[src/rtl/membuf_sched.sv]
// -----------------------------------------------------------------------------
// membuf_sched
//   Burst scheduler in front of a banked on-chip buffer. Two requesters share
//   the buffer one burst at a time:
//     - the loader, which reads/writes a single bank (mode 0, m0_* port)
//     - the PE array, which reads/writes all banks in lock-step (mode 1, m1_*)
//   Commands are only taken in IDLE. When both requesters ask in the same
//   cycle a round-robin pointer picks one. Loader commands naming a bank
//   outside 0..N_PE-1 are consumed and flagged on ld_err without any bank
//   activity.
//
// Ports
//   clk, rst                         clock, async active-low reset
//   ld_cmd_*  / pe_cmd_*             command handshakes (wr, bank, addr, len)
//   ld_wvalid/ld_wready, pe_w*       write-beat handshakes
//   ld_rvalid, pe_rvalid             read data valid, one cycle after r_en
//   ld_err                           one-cycle pulse for a bad loader bank
//   mode                             0 = loader path, 1 = PE broadcast path
//   m0_r_en/m0_w_en, m0_*_addr       one-hot loader bank enables and address
//   m1_r_en/m1_w_en, m1_*_addr       broadcast enables and address
//   busy, done                       burst active; one-cycle end-of-burst pulse
// -----------------------------------------------------------------------------
module membuf_sched #(
  parameter int N_PE     = 16,
  parameter int ADDR_RAM = 10,
  parameter int BANK_W   = 6
) (
  input  logic                clk,
  input  logic                rst,

  input  logic                ld_cmd_valid,
  output logic                ld_cmd_ready,
  input  logic                ld_cmd_wr,
  input  logic [BANK_W-1:0]   ld_cmd_bank,
  input  logic [ADDR_RAM-1:0] ld_cmd_addr,
  input  logic [7:0]          ld_cmd_len,
  input  logic                ld_wvalid,
  output logic                ld_wready,
  output logic                ld_rvalid,
  output logic                ld_err,

  input  logic                pe_cmd_valid,
  output logic                pe_cmd_ready,
  input  logic                pe_cmd_wr,
  input  logic [ADDR_RAM-1:0] pe_cmd_addr,
  input  logic [7:0]          pe_cmd_len,
  input  logic                pe_wvalid,
  output logic                pe_wready,
  output logic                pe_rvalid,

  output logic                mode,
  output logic [N_PE-1:0]     m0_r_en,
  output logic [N_PE-1:0]     m0_w_en,
  output logic [ADDR_RAM-1:0] m0_r_addr,
  output logic [ADDR_RAM-1:0] m0_w_addr,
  output logic [ADDR_RAM-1:0] m1_r_addr,
  output logic [ADDR_RAM-1:0] m1_w_addr,
  output logic                m1_r_en,
  output logic                m1_w_en,
  output logic                busy,
  output logic                done
);

  typedef enum logic [2:0] {
    S_IDLE,
    S_LD_WR,
    S_LD_RD,
    S_PE_WR,
    S_PE_RD,
    S_DRAIN
  } state_t;

  state_t                r_state;
  logic                  r_mode;
  logic                  r_rr_pe;      // 1: PE wins the next tie
  logic [BANK_W-1:0]     r_bank;
  logic [ADDR_RAM-1:0]   r_addr;
  logic [8:0]            r_cnt;        // beats remaining, 1..256
  logic                  r_ld_rvalid;
  logic                  r_pe_rvalid;
  logic                  r_done;
  logic                  r_err;

  logic                  w_idle;
  logic                  w_grant_ld;
  logic                  w_grant_pe;
  logic                  w_bad_bank;
  logic                  w_ld_beat;
  logic                  w_pe_beat;
  logic                  w_last;
  logic [N_PE-1:0]       w_onehot;

  // The state register already sits at IDLE while reset is held, so the
  // readies are additionally gated by rst to stay low during reset.
  assign w_idle     = (r_state == S_IDLE) && rst;
  assign w_grant_ld = w_idle && ld_cmd_valid && (!pe_cmd_valid || !r_rr_pe);
  assign w_grant_pe = w_idle && pe_cmd_valid && (!ld_cmd_valid ||  r_rr_pe);
  assign w_bad_bank = int'(ld_cmd_bank) >= N_PE;
  assign w_ld_beat  = (r_state == S_LD_WR) && ld_wvalid;
  assign w_pe_beat  = (r_state == S_PE_WR) && pe_wvalid;
  assign w_last     = (r_cnt == 9'd1);
  assign w_onehot   = {{(N_PE-1){1'b0}}, 1'b1} << r_bank;

  always_ff @(posedge clk or negedge rst) begin
    if (!rst) begin
      r_state     <= S_IDLE;
      r_mode      <= 1'b0;
      r_rr_pe     <= 1'b0;
      r_bank      <= '0;
      r_addr      <= '0;
      r_cnt       <= '0;
      r_ld_rvalid <= 1'b0;
      r_pe_rvalid <= 1'b0;
      r_done      <= 1'b0;
      r_err       <= 1'b0;
    end else begin
      // NOTE: non-blocking assignments throughout, so every branch below sees
      // the pre-edge register values regardless of statement order.
      r_done      <= 1'b0;
      r_err       <= 1'b0;
      // Bank read latency is one cycle: valid follows each read issue.
      r_ld_rvalid <= (r_state == S_LD_RD);
      r_pe_rvalid <= (r_state == S_PE_RD);

      case (r_state)
        S_IDLE: begin
          if (w_grant_ld) begin
            r_rr_pe <= 1'b1;
            r_mode  <= 1'b0;
            if (w_bad_bank) begin
              r_err <= 1'b1;
            end else begin
              r_state <= ld_cmd_wr ? S_LD_WR : S_LD_RD;
              r_bank  <= ld_cmd_bank;
              r_addr  <= ld_cmd_addr;
              r_cnt   <= {1'b0, ld_cmd_len} + 9'd1;
            end
          end else if (w_grant_pe) begin
            r_rr_pe <= 1'b0;
            r_mode  <= 1'b1;
            r_state <= pe_cmd_wr ? S_PE_WR : S_PE_RD;
            r_addr  <= pe_cmd_addr;
            r_cnt   <= {1'b0, pe_cmd_len} + 9'd1;
          end
        end

        S_LD_WR, S_PE_WR: begin
          // A stalled beat leaves address and count untouched.
          if (w_ld_beat || w_pe_beat) begin
            r_addr <= r_addr + ADDR_RAM'(1);
            r_cnt  <= r_cnt - 9'd1;
            if (w_last) begin
              r_state <= S_IDLE;
              r_done  <= 1'b1;
            end
          end
        end

        S_LD_RD, S_PE_RD: begin
          r_addr <= r_addr + ADDR_RAM'(1);
          r_cnt  <= r_cnt - 9'd1;
          if (w_last) begin
            // One extra cycle lets the final read data come back before IDLE.
            r_state <= S_DRAIN;
            r_done  <= 1'b1;
          end
        end

        S_DRAIN: r_state <= S_IDLE;

        default: r_state <= S_IDLE;
      endcase
    end
  end

  assign ld_cmd_ready = w_idle;
  assign pe_cmd_ready = w_idle;
  assign ld_wready    = (r_state == S_LD_WR);
  assign pe_wready    = (r_state == S_PE_WR);
  assign ld_rvalid    = r_ld_rvalid;
  assign pe_rvalid    = r_pe_rvalid;
  assign ld_err       = r_err;
  assign mode         = r_mode;
  assign busy         = (r_state != S_IDLE);
  assign done         = r_done;

  // Loader states only exist with mode 0 and PE states with mode 1, so
  // deriving enables from the state alone keeps each port silent in the
  // other mode.
  assign m0_w_en   = w_ld_beat ? w_onehot : '0;
  assign m0_r_en   = (r_state == S_LD_RD) ? w_onehot : '0;
  assign m1_w_en   = w_pe_beat;
  assign m1_r_en   = (r_state == S_PE_RD);
  assign m0_r_addr = r_addr;
  assign m0_w_addr = r_addr;
  assign m1_r_addr = r_addr;
  assign m1_w_addr = r_addr;

endmodule

[config.mk]
export PLATFORM = sky130hd
export DESIGN_NAME = membuf_sched
export DESIGN_NICKNAME = d
export VERILOG_FILES = /design/src/rtl/membuf_sched.sv
export SDC_FILE = /design/constraint.sdc
export NUM_CORES = 1
export LEC_CHECK = 0
export ABC_AREA = 1
export ABC_CLOCK_PERIOD_IN_PS = 2200
export BUFFER_PORTS_ARGS = -buffer_cell sky130_fd_sc_hd__buf_2
export CORE_ASPECT_RATIO = 1.5
export CORE_MARGIN = 5
export CORE_UTILIZATION = 47
export CTS_CLUSTER_DIAMETER = 80
export CTS_CLUSTER_SIZE = 30
export DETAILED_ROUTE_END_ITERATION = 16
export PLACE_DENSITY = 0.8
export REMOVE_ABC_BUFFERS = 1
export SLEW_MARGIN = 20
export SYNTH_ARGS = -nofsm -noshare
export SYNTH_HDL_FRONTEND = slang
export SYNTH_SLANG_ARGS = --single-unit
[constraint.sdc]
create_clock -name clk -period 2.2 [get_ports clk]
set_input_delay 0.22 -clock clk [delete_from_list [all_inputs] [get_ports clk]]
set_output_delay 0.22 -clock clk [all_outputs]
set_load 0.005 [all_outputs]
==> results.md <==
* Crit. End Element: flip-flop
* Diode count at 0
* CP Launch Type: flip-flop
* Synth Instances at 423
* Port bufs at 133
* Switch share at 32.9%
* VDD IR max at 0.000365 V
* Final std cells w/o fill at 598
* Ys Warns at 0
* Rows at 34
* R2R Path Start: r_state[0]
* Reg2Reg Depth at 12
* CTS Sinks at 34
* Final worst-path cycle share at 90.2%
* Die area at 7580 um2
* Post-route DRC at 0
* Final Wtd Congestion at 0.925
* Clk_skew at 0.00756 ns
* Net Sw Power at 0.565 mW
* Post-Route WL at 7710 um
* Synth cell types at 38
* Worst min-delay path class: input port to asynchronous set/reset pin
* Layout area overhead at 22.0%
* RSZ-0062 raised after global routing: no
* CTS tree: yes
* Via count at 3042
* Max Cap Viol at 0
* Global-route usage over all layers at 20.3%
* Critical Path RT at 2.39 ns
* Comb pwr share at 28.9%
* Synthesized cell area at 2780 um2
* Max Clk Rate at 504 MHz
* Antenna violations before repair at 0
* CP Max Fanout at 26
* Clock power frac at 25.3%
* CP arrival at 2.17 ns
* Max-slew headroom at 70.4%
* Clock transition at the registers of the reported paths at 0.07 ns
* Power Total at 1.72 mW
* Worst-margin pin slew at 0.444 ns
* CP max-delay cell: dfrtp_1
* Critical R2R Capture: r_cnt[6]
* Via-to-Cell Ratio at 5.09
* Prevailing post-synth register cell: dfrtp_1
* Antenna viol nets, final at 0
* Clock Latency Late Sink at 0.29 ns
* H-tree Lvls at 2
* Starting density of the core at 48.0%
* Layout cell share with drive strength beyond 1 at 32.1%
* Post-route cell area at 3390 um2
* Synth top area cells: dfrtp_1, nand2_1, nor2_1
* First-pass GRT wire length at 12500 um
* Num CTS Buffers at 5
* Post-synth EDFFs at 0
* Most frequent cells after synthesis: nand2_1, nor2_1, inv_1, dfrtp_1
* Inst Count DP at 591
* Cell repeated most along the worst path: nand2_1
* Placed instance area at 3290 um2
* DRT Pass-1 Iters at 4
* Final Hold Fails at 0
* Slew Limit Fails at 0
* CTS max path bufs at 2
* Internal at 1.15 mW
* Die X at 72.8 um
* Pre-CTS WS at 0.140 ns
* CP cell instances: nor2_4 -> nand3_4 -> nor2_4 -> buf_12 -> nand2_1 -> nand2_1 -> ha_1 -> nand3_1 -> o21ai_1 -> nand3_1 -> nand2_1 -> nand2_1
* Mean Syn Cell Area at 6.56 um2
* Ys async rst share at 100%
* Height of the chip at 104 um
* Grt total ovfl at 0
* WL/cell at 12.9 um
* Post-synthesis register bit count at 34
* Flop2flop setup slack at 0.22 ns
* Final setup fails at 0
* Seq/Total Area, Yosys at 30.6%
* Total Nets Final at 580
* DRT iter0 DRCs at 72
* Most numerous cell in the Yosys netlist: nand2_1
* Setup slack after layout at 0.216 ns
* Core area at 5790 um2
* Leak at 1.90 nW
* Reg power frac at 45.8%
* Post-DP HPWL at 6180 um
* I/O pin cnt at 134
* Crit path largest cell delay at 0.44 ns
* Synth area leader: dfrtp_1
* Root buffer cell: clkbuf_8
* Vias in the first global route at 2888
* Min cycle time layout at 1.98 ns
* Status: finished, final reports clean
* PD cells at 507 nW/um2
* Largest net degree at the start of global routing at 35
* Post-route setup TNS at 0 ns
* Area share of the largest cell type after synthesis at 30.6%
* Kind of critical path: flip-flop to flip-flop
[final cells by class]
cell class	count	area, um2
tap	72	90.1
fill	564	2400
multi-input combinational	296	1440
sequential	34	851
inverter	49	184
clock buffer	5	68.8
timing repair buffer	140	743
clock inverter	2	10.0
[cells by family (layout without fill, tap and decap cells)]
kind of cell,count (synthesis),after routing,share of synthesized area (%)
compound gates,73,73,15.0
xor+xnor,5,5,1.58
fa+ha+maj,4,4,1.80
buf+inv,93,196,18.2
flops,34,34,30.6
simple gates,214,214,32.8
[power by group through the flow]
| stage | clock network [mW] | registers, mW | logic, mW |
|---|---|---|---|
| after floorplan | 0 | 0.829 | 0.131 |
| after global routing | 0.479 | 0.804 | 0.555 |
| after global placement | 0 | 0.795 | 0.492 |
| after CTS | 0.453 | 0.789 | 0.504 |
| after detailed placement | 0 | 0.800 | 0.503 |
| final | 0.434 | 0.786 | 0.496 |
[worst max-delay path, delay by kind of cell, from the launching register on]
| kind | cells | cell delay, ns |
|---|---|---|
| and+or+nand+nor | 9 | 0.91 |
| AOI/OAI and AO/OA | 1 | 0.14 |
| adders and majority gates | 1 | 0.20 |
| DFF | 1 | 0.44 |
| buffers and inverters | 1 | 0.18 |
[cell usage in the layout (no fill, tap or decap), drive strengths merged, types with 2 or more instances in the layout]
cell	Yosys	routed
a21oi	18	18
a22oi	2	2
a31oi	2	2
buf	41	140
clkbuf	3	5
clkinv	2	4
dfrtp	34	34
ha	4	4
inv	47	47
nand2	95	95
nand3	22	22
nand4	3	3
nor2	73	73
nor3	19	19
o211ai	2	2
o21ai	37	37
o21bai	3	3
o22ai	3	3
o32ai	2	2
xor2	4	4
[stage by stage]
step                      util [%]  hold slack (ns)
after CTS                     58.2           0.0258
after detailed placement      56.9            0.338
after floorplan                  -          -0.0756
after global placement        56.9            0.340
after global routing          58.6           0.0664
final                         58.6           0.0204
[registers in the layout (all words and copies together), names as in the netlist]
register	cells
r_cnt	9
r_state	3
ld_err	1
m0_r_addr	10
ld_rvalid	1
r_bank	6
mode	1
r_rr_pe	1
done	1
pe_rvalid	1
[per-layer routing]
metal	wire length (um)	share of wire (%)	vias up	global-route usage, %
li1	-	-	1527	-
met1	2940	38	1357	23.2
met4	228	3.0	0	8.97
met5	0	0	-	0
met3	717	9.3	18	3.68
met2	3820	50	140	35.5
[what timing repair did]
item / CTS / global route
gates resized for setup: 0 / 4
setup endpoints to repair: 0 / 17
buffers inserted: 0 / 0
hold buffers: 0 / 0
[worst max path at each step]
stage / to / start / cells after the start / slack, ns
2_1_floorplan: r_cnt[0] / r_state[0] / 10 / -0.24
3_3_place_gp: r_cnt[6] / r_state[0] / 12 / 0.24
3_5_place_dp: r_cnt[3] / r_state[0] / 11 / 0.14
4_1_cts: r_cnt[3] / r_state[0] / 11 / 0.11
5_1_grt: r_cnt[3] / r_state[0] / 11 / 0.04
6_report: r_cnt[6] / r_state[0] / 12 / 0.22
Power figures use the tool's default switching activity.
